`config.mk`:
```
export PLATFORM = sky130hd
export DESIGN_NAME = frame_packer
export DESIGN_NICKNAME = d
export VERILOG_FILES = /design/src/rtl/frame_packer.sv
export SDC_FILE = /design/constraint.sdc
export NUM_CORES = 1
export LEC_CHECK = 0
export CAP_MARGIN = 15
export CORE_MARGIN = 3
export CORE_UTILIZATION = 54
export CTS_CLUSTER_DIAMETER = 100
export DETAILED_ROUTE_END_ITERATION = 7
export GPL_ROUTABILITY_DRIVEN = 0
export HOLD_SLACK_MARGIN = 0.12
export PLACE_DENSITY = 0.71
export SKIP_CTS_REPAIR_TIMING = 1
export SLEW_MARGIN = 10
export SYNTH_ARGS = -nofsm -noshare
export SYNTH_HDL_FRONTEND = slang
export SYNTH_SLANG_ARGS = --single-unit
export TNS_END_PERCENT = 50
```
`constraint.sdc`:
```
create_clock -name clk -period 9.8 [get_ports clk]
set_input_delay 1.47 -clock clk [delete_from_list [all_inputs] [get_ports clk]]
set_output_delay 1.47 -clock clk [all_outputs]
set_load 0.005 [all_outputs]
```
`src/rtl/frame_packer.sv`:
```
// frame_packer: ping-pong frame store between the byte-to-word writer and a
// valid/ready word consumer.
//
// Each frame has FAST_WORDS fast words. When sEn was high on the first fast word,
// one slow word follows them. Completed frames go into one of two banks and are
// replayed in completion order, with start, end and slow markers. A frame that
// arrives while both banks hold unread frames is dropped whole and counted.
//
// Ports
//   clk, rst          system clock; asynchronous active-high reset
//   fData/fVal        fast word and its single-cycle strobe
//   sData/sVal        slow word and its single-cycle strobe
//   sEn               frame carries a slow word (sampled on the first fast word)
//   oRdy              downstream ready
//   oData/oVal        registered output word and valid
//   oSof/oEof/oSlow   first word / last word / slow word markers, qualified by oVal
//   ovf               sticky: at least one frame dropped since reset
//   dropCnt           saturating dropped-frame count

module frame_packer #(
   parameter int unsigned FAST_WORDS = 16
) (
   input  logic        clk,
   input  logic        rst,
   input  logic [11:0] fData,
   input  logic        fVal,
   input  logic [11:0] sData,
   input  logic        sVal,
   input  logic        sEn,
   input  logic        oRdy,
   output logic [11:0] oData,
   output logic        oVal,
   output logic        oSof,
   output logic        oEof,
   output logic        oSlow,
   output logic        ovf,
   output logic [7:0]  dropCnt
);

   localparam int unsigned Depth    = FAST_WORDS + 1;
   localparam logic [4:0]  LastFast = 5'(FAST_WORDS - 1);
   localparam logic [4:0]  SlowIdx  = 5'(FAST_WORDS);

   typedef enum logic [1:0] {StIdle, StFast, StSlowWait, StDrop} wr_state_e;

   // Frame store, no reset: a word is only read after its bank is marked full.
   logic [11:0] mem_q [2][Depth];

   // Write side state
   wr_state_e   st_q, st_d;
   logic [4:0]  w_idx_q, w_idx_d;
   logic        frm_slow_q, frm_slow_d;
   logic        wb_q, wb_d;
   logic [1:0]  full_q, full_d;
   logic [1:0]  has_slow_q, has_slow_d;
   logic        ovf_q, ovf_d;
   logic [7:0]  drop_cnt_q, drop_cnt_d;

   // Read side state, which also holds the registered outputs
   logic        rb_q, rb_d;
   logic [4:0]  rd_idx_q, rd_idx_d;
   logic [11:0] o_data_q, o_data_d;
   logic        o_val_q, o_val_d;
   logic        o_sof_q, o_sof_d;
   logic        o_eof_q, o_eof_d;
   logic        o_slow_q, o_slow_d;

   // Combinational control
   logic        we;
   logic        w_bank;
   logic [4:0]  w_addr;
   logic [11:0] w_data;
   logic        close;
   logic        close_slow;
   logic        start;
   logic        start_bank;
   logic        release_bank;
   logic [4:0]  rd_last;
   logic [4:0]  rd_nxt;

   //--------------------------------------------------------------------------
   // Read side: present bank rb word by word; hold while not accepted.
   //--------------------------------------------------------------------------
   always_comb begin
      rb_d         = rb_q;
      rd_idx_d     = rd_idx_q;
      o_data_d     = o_data_q;
      o_val_d      = o_val_q;
      o_sof_d      = o_sof_q;
      o_eof_d      = o_eof_q;
      o_slow_d     = o_slow_q;
      release_bank = 1'b0;
      rd_last      = has_slow_q[rb_q] ? SlowIdx : LastFast;
      rd_nxt       = rd_idx_q + 5'd1;

      if (o_val_q) begin
         if (oRdy) begin
            if (o_eof_q) begin
               // Last word taken: free the bank and leave a one-cycle gap.
               release_bank = 1'b1;
               rb_d         = ~rb_q;
               o_val_d      = 1'b0;
               o_sof_d      = 1'b0;
               o_eof_d      = 1'b0;
               o_slow_d     = 1'b0;
            end else begin
               rd_idx_d = rd_nxt;
               o_data_d = mem_q[rb_q][rd_nxt];
               o_sof_d  = 1'b0;
               o_eof_d  = (rd_nxt == rd_last);
               o_slow_d = has_slow_q[rb_q] && (rd_nxt == SlowIdx);
            end
         end
      end else if (full_q[rb_q]) begin
         rd_idx_d = 5'd0;
         o_data_d = mem_q[rb_q][0];
         o_val_d  = 1'b1;
         o_sof_d  = 1'b1;
         o_eof_d  = 1'b0;
         o_slow_d = 1'b0;
      end
   end

   //--------------------------------------------------------------------------
   // Write side FSM
   //--------------------------------------------------------------------------
   always_comb begin
      st_d       = st_q;
      w_idx_d    = w_idx_q;
      frm_slow_d = frm_slow_q;
      wb_d       = wb_q;
      full_d     = full_q;
      has_slow_d = has_slow_q;
      ovf_d      = ovf_q;
      drop_cnt_d = drop_cnt_q;
      we         = 1'b0;
      w_bank     = wb_q;
      w_addr     = w_idx_q;
      w_data     = fData;
      close      = 1'b0;
      close_slow = 1'b0;
      start      = 1'b0;
      start_bank = wb_q;

      unique case (st_q)
         StIdle: begin
            if (fVal) begin
               start = 1'b1;
            end
         end
         StFast: begin
            if (fVal) begin
               we      = 1'b1;
               w_idx_d = w_idx_q + 5'd1;
               if (w_idx_q == LastFast) begin
                  if (frm_slow_q) begin
                     st_d = StSlowWait;
                  end else begin
                     close = 1'b1;
                     st_d  = StIdle;
                  end
               end
            end
         end
         StSlowWait: begin
            if (fVal) begin
               // Slow word never came: close short and open the next frame now.
               close = 1'b1;
               start = 1'b1;
            end else if (sVal) begin
               we         = 1'b1;
               w_addr     = SlowIdx;
               w_data     = sData;
               close      = 1'b1;
               close_slow = 1'b1;
               st_d       = StIdle;
            end
         end
         StDrop: begin
            // w_idx == SlowIdx marks the slow-wait position of a dropped frame.
            if (w_idx_q == SlowIdx) begin
               if (fVal) begin
                  start = 1'b1;
               end else if (sVal) begin
                  st_d = StIdle;
               end
            end else if (fVal) begin
               w_idx_d = w_idx_q + 5'd1;
               if ((w_idx_q == LastFast) && !frm_slow_q) begin
                  st_d = StIdle;
               end
            end
         end
         default: st_d = StIdle;
      endcase

      if (release_bank) begin
         full_d[rb_q] = 1'b0;
      end

      // Close and release always target different banks.
      if (close) begin
         full_d[wb_q]     = 1'b1;
         has_slow_d[wb_q] = close_slow;
         wb_d             = ~wb_q;
         start_bank       = ~wb_q;
      end

      if (start) begin
         frm_slow_d = sEn;
         w_idx_d    = 5'd1;
         if (!full_q[start_bank]) begin
            we     = 1'b1;
            w_bank = start_bank;
            w_addr = 5'd0;
            w_data = fData;
            st_d   = StFast;
         end else begin
            st_d  = StDrop;
            ovf_d = 1'b1;
            if (drop_cnt_q != 8'hFF) begin
               drop_cnt_d = drop_cnt_q + 8'd1;
            end
         end
      end
   end

   //--------------------------------------------------------------------------
   // State registers
   //--------------------------------------------------------------------------
   always_ff @(posedge clk or posedge rst) begin
      if (rst) begin
         st_q       <= StIdle;
         w_idx_q    <= 5'd0;
         frm_slow_q <= 1'b0;
         wb_q       <= 1'b0;
         full_q     <= 2'b00;
         has_slow_q <= 2'b00;
         ovf_q      <= 1'b0;
         drop_cnt_q <= 8'd0;
         rb_q       <= 1'b0;
         rd_idx_q   <= 5'd0;
         o_data_q   <= 12'd0;
         o_val_q    <= 1'b0;
         o_sof_q    <= 1'b0;
         o_eof_q    <= 1'b0;
         o_slow_q   <= 1'b0;
      end else begin
         st_q       <= st_d;
         w_idx_q    <= w_idx_d;
         frm_slow_q <= frm_slow_d;
         wb_q       <= wb_d;
         full_q     <= full_d;
         has_slow_q <= has_slow_d;
         ovf_q      <= ovf_d;
         drop_cnt_q <= drop_cnt_d;
         rb_q       <= rb_d;
         rd_idx_q   <= rd_idx_d;
         o_data_q   <= o_data_d;
         o_val_q    <= o_val_d;
         o_sof_q    <= o_sof_d;
         o_eof_q    <= o_eof_d;
         o_slow_q   <= o_slow_d;
      end
   end

   always_ff @(posedge clk) begin
      if (we) begin
         mem_q[w_bank][w_addr] <= w_data;
      end
   end

   assign oData   = o_data_q;
   assign oVal    = o_val_q;
   assign oSof    = o_sof_q;
   assign oEof    = o_eof_q;
   assign oSlow   = o_slow_q;
   assign ovf     = ovf_q;
   assign dropCnt = drop_cnt_q;

endmodule

```
### After elaboration in Yosys (flattened, before gate mapping)

Memory sizes are Yosys's and may differ from the RTL's.
Index checks and enable logic that the tools add are counted.

| storage, ports and cells | value |
|---|---|
| flip-flop bits (word level) | 44 |
| bits in writable memories | 408 |
| input bits | 30 |
| output and inout port bits | 25 |
| word-level logic and storage cells | 155 |
| memories | 1 |

Memories:

| name | words | width | read ports | clocked after Yosys merged registers in | wr ports | line | text |
|---|---|---|---|---|---|---|---|
| mem_q | 2 | 204 | 1 | 0 | 1 | 47 | `logic [11:0] mem_q [2][Depth];` |

| operators by class | value |
|---|---|
| add/subtract/negate cells | 3 |
| order comparisons | 8 |
| equal/unequal tests | 15 |
| muxes and demuxes | 88 |
| bitwise operators | 7 |
| reductions and logical operators | 18 |

Operators by type and width:

| cell | count |
|---|---|
| 204-bit 2-to-1 mux | 1 |
| 12-bit 2-to-1 mux | 12 |
| 5-bit 2-to-1 mux | 13 |
| 12-bit binary-select mux with 5-bit select | 1 |
| 12-bit demux with 5-bit select | 1 |
| 1-bit 2-to-1 mux | 40 |
| 2-bit 2-to-1 mux | 12 |
| 6-bit >= comparator, second input constant | 2 |
| 5-bit inverter with 6-bit output | 2 |
| 5-bit by 1-bit adder with 5-bit output, second input constant | 2 |
| 5-bit equality test, second input constant | 2 |
| 5-bit one-hot mux with 2 select lines | 1 |
| 3-bit != test, second input constant | 3 |
| 3-bit AND reduction | 3 |
| 8-bit by 1-bit adder with 8-bit output, second input constant | 1 |
| 4-bit != test, second input constant | 2 |
| 8-bit != test, second input constant | 1 |
| 1-bit by 2-bit < comparator with 1-bit output, second input constant | 3 |
| 6-bit by 1-bit < comparator with 1-bit output, second input constant | 1 |
| 1-bit one-hot mux with 2 select lines | 3 |
| 2-bit one-hot mux with 3 select lines | 1 |
| 2-bit AND reduction | 3 |
| 5-bit by 4-bit equality test with 1-bit output, second input constant | 1 |
| 5-bit equality test | 1 |
| 18 further kinds | 27 |

### Longest topological paths before layout

Gate-level depths: netlist of the first run.

| depth | value |
|---|---|
| depth in word-level cells | 15 |
| depth in mapped cells | 12 |
| depth with buffers taken out | 12 |

### Worst setup path before layout of the first run

No wires, ideal clock.

| path | value |
|---|---|
| path kind | input port to flip-flop |
| start | input port fVal |
| end | memory mem_q[0][132] in the netlist's numbering, enable pin |
| library setup time | 0.380 ns |
| arrival time | 3.766 ns |
| data required time | 9.420 ns |
| slack | 5.654 ns |
| cell stages on the path | 9 |
| path buffers | 1 |
| cells stage by stage | clkbuf_1 a21oi_1 nor3b_1 ha_1 mux2_2 nor2b_1 nor3_1 nand3b_1 nor2_1 |

| on the way | value |
|---|---|
| longest elaborated chain between the ends | 13 |
| elaborated cells between the ends (all ways) | 27 |
| those cells by class | order compare (2); mux (23); bitwise (1); reduce/logical (1) |

RTL lines:

| what | line | text |
|---|---|---|
| start, declared | 26 | `input logic fVal,` |
| 1-bit 2-to-1 mux, on equally long branches | 166, 152 |  |
| 1-bit one-hot mux with 2 select lines | 145 | `unique case (st_q)` |
| 1-bit 2-to-1 mux | n/a |  |
| 1-bit 2-to-1 mux (implied by the code) (2 in series) | 212 | `if (!full_q[start_bank]) begin` |
| 5-bit 2-to-1 mux | 212 |  |
| 5-bit 2-to-1 mux | 209 | `if (start) begin` |
| 5-bit inverter with 6-bit output (implied by the code) | 269 | `mem_q[w_bank][w_addr] <= w_data;` |
| 6-bit >= comparator (implied by the code) / 6-bit by 1-bit < comparator with 1-bit output (equally long branches) | 269 |  |
| 1-bit logical AND (implied by the code) | 269 |  |
| 12-bit 2-to-1 mux (implied by the code) | 269 |  |
| 12-bit demux with 5-bit select | 269 |  |
| 204-bit 2-to-1 mux (implied by the code) | 269 |  |
| end, declared | 47 |  |

Parallel ways exist; a longest one is shown, timed or not. The select of a mux whose other input is x is not followed.

### Worst setup path in the final report of the first run

| path | value |
|---|---|
| start | input port fVal |
| end | memory mem_q[0][43] in the netlist's numbering, enable pin |

The elaborated chain is that of the path after synthesis.

==> results of run 1 <==
## cell usage after synthesis, drive strengths merged (18+ instances only)
library cell | n | area (sq um)
inv | 18 | 67.6
mux2i | 55 | 551
nor2 | 74 | 278
dfrtp | 44 | 1100
mux2 | 27 | 304
mux4 | 70 | 1580
buf | 35 | 220
o21ai | 27 | 135
nand2 | 127 | 477
clkbuf | 21 | 78.8
a21oi | 39 | 195
edfxtp | 408 | 12300
## path summary, 6_finish.rpt
kind	end	depth (start not counted)	from
worst max-delay path	mem_q[0][43]	9	fVal
worst min-delay path	ovf	1	ovf
worst max register to register	mem_q[0][43]	11	w_idx_q[2]
max in group asynchronous	rb_q	2	rst
worst min register to register	ovf	1	ovf
min in group asynchronous	dropCnt[2]	2	rst
## metrics by stage
| stage | setup slack, ps | utilization (%) | std cells | cell area, sq um | total power [uW] |
|---|---|---|---|---|---|
| global placement | 4190 | 57.8 | 1583 | 19500 | 4550 |
| floorplan | 5650 | - | 1126 | 18600 | 3860 |
| CTS | 4670 | 62.1 | 1664 | 21000 | 6250 |
| finish | 4700 | 62.2 | 1666 | 21000 | 6270 |
| global route | 4390 | 62.2 | 1666 | 21000 | 6520 |
| detailed placement | 4100 | 57.8 | 1583 | 19500 | 4580 |
## cell families (layout without fill, tap and decap cells)
group,count (synthesis),in the layout,share of synthesized area (%)
xor+xnor,15,15,0.706
compound gates,147,147,5.23
flops,452,452,71.8
buf+inv,74,166,1.97
simple gates,273,273,6.39
fa+ha+maj,13,13,0.874
mux,152,152,13.1
## power breakdown
part	leakage (uW)	internal (uW)	switching [uW]
registers	0.00421	2250	108
clock network	0.000694	970	713
logic	0.00221	873	1360
total	0.00711	4100	2180
## layout make-up
class | count | share of cell area [%]
flip-flops and latches | 452 | 63.6
inverters | 18 | 0.322
clock inverters | 27 | 1.26
repair buffers | 67 | 3.12
clock buffers | 54 | 5.62
multi-input cells | 600 | 23.4
well taps | 448 | 2.67
## worst register-to-register path: stages, from the launching register on
cell and delay (ps):
dfrtp_1 560, and3_1 220, ha_1 150, nor2b_1 170, a21oi_1 90, nor3b_1 350, ha_1 350, mux2_2 280
nor2b_1 80, nor3_1 610, nand3_1 400, nor2_1 1000
## routing by layer
metal / GRT usage, % / up-vias / part of all wire, %
met4: 7.59 / 0 / 3.2
met1: 34.6 / 5267 / 41
met5: 0 / - / 0
met3: 6.24 / 86 / 10
li1: - / 4519 / -
met2: 37.7 / 496 / 46
## sequential cells by signal, indices dropped and copies added (netlist names)
name,cells
dropCnt,8
frm_slow_q,1
full_q,2
has_slow_q,2
mem_q,408
oData,12
oEof,1
oSlow,1
oSof,1
oVal,1
ovf,1
rb_q,1
rd_idx_q,5
st_q,2
w_idx_q,5
wb_q,1
==> run summary, run 1 <==
Antenna viol nets, final -> 0
# fillers -> 2,407
Detailed-placement wirelength estimate -> 27.0 mm
Syn. warnings -> 0
Max VDD drop -> 513 uV
Core area -> 0.0338 sq mm
Vias after detailed routing -> 10,368
Register bit count reported by yosys -> 452
Reg2Reg Setup Slack -> 5130 ps
Global-route wire length before repair -> 65.3 mm
Cell Chain, Critical Path -> clkdlybuf4s50_1 > a21oi_1 > nor3b_1 > ha_1 > mux2_2 > nor2b_1 > nor3_1 > nand3_1 > nor2_1
WL final -> 44.1 mm
Die W -> 192 microns
Syn nets -> 1,169
Unrepaired setup endpoints after global routing -> no
Worst Setup Start Kind -> primary input
Top_reg_cell synth -> edfxtp_1
Mapped Cells -> 1,126
Row count -> 67
PortBufs -> 54
Max-cap violations -> 0
Wire per inst -> 26.5 microns
Final hold slack -> 468 ps
Initial Utilization -> 55.1%
Status -> complete, no violations
GRT overflow -> 0
Power per cell area -> 299 mW/mm^2
Final net count -> 1,226
Count of cell types in the netlist -> 54
Vias in the first global route -> 10,144
Clk slew on worst S/H paths -> 60 ps
CTS Buf Count -> 44
Clock buffer depth -> 3
DRC viols -> 0
Critical path arrival -> 5240 ps
Pin count of the biggest net entering global routing -> 136
Clock Tree Root -> clkbuf_16
CP delay by family, top -> simple AND/OR/NAND/NOR gates
Ys async rst share -> 9.73%
Most common library cell in the layout ignoring fill and taps -> edfxtp_1
CP max stage delay -> 1000 ps
Mapped Area -> 0.0186 sq mm
Worst setup path class -> primary input to flop
Max-slew headroom -> 20.0%
Final setup fails -> 0
Sequential cell area -> 0.0134 sq mm
Post-synth EDFFs -> 408
Fin. max-slew vios -> 0
Final Hold Viols -> 0
WP data required -> 9950 ps
Post-layout min period -> 5100 ps
Total negative slack -> 0 ps
Initial DRC count -> 1,242
TritonRoute pass-1 iters -> 6
Worst-Skew Late Latency -> 550 ps
Vias/cell -> 6.22
IO Pins -> 55
Post-synthesis sequential area ratio -> 71.8%
Fmax -> 196 MHz
Commonest cells after routing, fill and taps aside -> edfxtp_1 (408), nand2_1 (121), nor2_1 (73)
Slew at the pin closest to its max-slew limit -> 1200 ps
WP buf/inv -> 1
Skew final -> 20.2 ps
Tcrit/Tclk final -> 52.0%
Initial antenna violation count -> 0
Syn avg cell area -> 16.5 sq um
Clock tree from TritonCTS -> built
# H-tree levels -> 2
Worst path slowest cell -> nor2_1
Antenna Cells -> 0
Die Y -> 192 microns
Multi-input gate area -> 0.00492 sq mm
Type of the worst min-delay path -> flop to flop
Crit path capture type -> flop
GRT Util Overall -> 24.4%
Share of post-route cells with drive strength above 1 -> 15.7%
Pleak -> 0.00711 uW
Area delta synth->final -> 12.9%
Critical path peak fanout -> 12
Clock Sinks -> 452
Die outline area -> 0.0367 sq mm
Power figures use the tool's default switching activity.
==> run 2, diff against run 1 <==
==> constraint.sdc (replaced) <==
create_clock -name clk -period 5 [get_ports clk]
set_input_delay 0.75 -clock clk [delete_from_list [all_inputs] [get_ports clk]]
set_output_delay 0.75 -clock clk [all_outputs]
set_load 0.005 [all_outputs]
==> run summary, run 2 (same netlist as run 1, synthesis figures left out) <==
Number of flip-flops in the largest register -> 408
Crit path capture type -> flop
Vias in the first global route -> 10,160
HP Start -> dropCnt[7]
Area delta synth->final -> 14.5%
Pleak -> 0.00734 uW
Final hold slack -> 502 ps
Die Y -> 192 microns
Skew final -> 13.8 ps
Fin. max-slew vios -> 0
Worst setup path class -> flop to flop
Power per cell area -> 574 mW/mm^2
Clk pwr share -> 26.4%
Comb power frac -> 35.2%
Largest register by flop count -> mem_q
Vias/cell -> 6.18
Initial antenna violation count -> 0
Initial DRC count -> 1,524
Unrepaired setup endpoints after global routing -> no
IO Pins -> 55
Final Util -> 63.0%
Status -> complete, no violations
Die W -> 192 microns
Clock Tree Root -> clkbuf_16
Switching power -> 4160 uW
Fmax -> 253 MHz
Reg2Reg Setup Slack -> 1040 ps
Origin of the critical flop-to-flop path -> w_idx_q[0]
Antenna viol nets, final -> 0
Internal Pwr Total -> 8070 uW
Critical path peak fanout -> 12
Commonest cells after routing, fill and taps aside -> edfxtp_1 (408), nand2_1 (127), nor2_1 (73)
Tcrit/Tclk final -> 79.1%
CTS Buf Count -> 45
PortBufs -> 54
Clk slew on worst S/H paths -> 60 ps
Row count -> 67
Most common library cell in the layout ignoring fill and taps -> edfxtp_1
DRC viols -> 0
Global-route wire length before repair -> 66.0 mm
WP data required -> 5230 ps
GRT Util Overall -> 24.6%
Clock tree from TritonCTS -> built
Total negative slack -> 0 ps
Wire per inst -> 25.8 microns
WL final -> 44.2 mm
Worst Hold Path EP -> dropCnt[7]
Core area -> 0.0338 sq mm
Final net count -> 1,271
Sequential share of power -> 38.4%
Hold depth -> 1
Worst Setup Start Kind -> flop
Detailed-placement wirelength estimate -> 27.9 mm
GRT overflow -> 0
Share of post-route cells with drive strength above 1 -> 17.8%
Max VDD drop -> 513 uV
Initial Utilization -> 55.1%
Die outline area -> 0.0367 sq mm
Slew at the pin closest to its max-slew limit -> 1100 ps
Post-layout min period -> 3960 ps
Switching part of the total -> 34.0%
Max-slew headroom -> 26.3%
Final Hold Viols -> 0
Worst-Skew Late Latency -> 540 ps
Pin count of the biggest net entering global routing -> 61
R2R cell count -> 13
Clock Sinks -> 452
# H-tree levels -> 2
Antenna Cells -> 0
R2r endpoint -> mem_q[0][131]
Final setup fails -> 0
Critical path arrival -> 4180 ps
TritonRoute pass-1 iters -> 6
Max-cap violations -> 0
Vias after detailed routing -> 10,565
Clock buffer depth -> 3
Type of the worst min-delay path -> flop to flop
# fillers -> 2,385
[run 2: changes by cell type in the layout (fill, tap and decap cells not counted), moves of 2 or more]
cell,before,now
clkinv_1,8,10
buf_4,11,55
clkinvlp_4,4,2
inv_6,3,0
nand2_2,6,0
clkbuf_1,7,9
nand2_1,121,127
[run 2: how the worst max path moves through the flow]
stage / startpoint / end / slack [ps] / depth (start not counted)
finish: w_idx_q[0] / mem_q[0][131] / 1040 / 13
global route: w_idx_q[0] / mem_q[0][120] / 750 / 13
CTS: w_idx_q[0] / mem_q[0][128] / 1050 / 13
detailed placement: fVal / mem_q[0][129] / 790 / 10
global placement: fVal / mem_q[0][20] / 910 / 10
floorplan: w_idx_q[0] / mem_q[0][132] / 1520 / 12
[run 2: layer usage]
layer | vias up | track usage, % | share of wire (%) | wire (microns)
li1 | 4607 | - | - | -
met1 | 5280 | 37.1 | 42 | 18400
met2 | 584 | 37.5 | 46 | 20400
met3 | 94 | 4.27 | 9.1 | 4010
met4 | 0 | 6.89 | 3.1 | 1390
met5 | - | 0 | 0 | 0
[run 2: metrics by stage]
step / worst slack, ps / std cells / area (sq um) / total power [uW]
3_3_place_gp: 905 / 1629 / 19900 / 8950
4_1_cts: 1050 / 1709 / 21300 / 12200
3_5_place_dp: 792 / 1629 / 19900 / 9000
6_report: 1040 / 1709 / 21300 / 12200
5_1_grt: 754 / 1709 / 21300 / 12700
2_1_floorplan: 1520 / 1126 / 18600 / 7560
[run 2: worst max-delay path, cell delays in order (launching register included)]
cell	delay, ps
dfrtp_1	420
ha_1	190
and3_1	160
ha_1	160
nor2b_1	170
a21oi_1	90
nor3b_1	350
ha_1	360
mux2_2	270
nor2b_1	90
nor3_1	450
nand3b_1	440
nor2_1	260
buf_4	250
[run 2: layout make-up]
class	count	area [sq um]	share of cell area, %
clock buffer	57	1200	5.64
clock inverter	23	215	1.01
inverter	18	67.6	0.317
multi-input combinational	600	4900	23.0
sequential	452	13400	62.7
tap	448	561	2.63
timing repair buffer	111	993	4.67
[run 2: power by group through the flow]
| stage | registers, uW | clock network (uW) | logic (uW) |
|---|---|---|---|
| global route | 4730 | 3430 | 4580 |
| CTS | 4700 | 3280 | 4240 |
| detailed placement | 4780 | 0 | 4220 |
| finish | 4700 | 3230 | 4300 |
| floorplan | 4600 | 0 | 2960 |
| global placement | 4770 | 0 | 4180 |
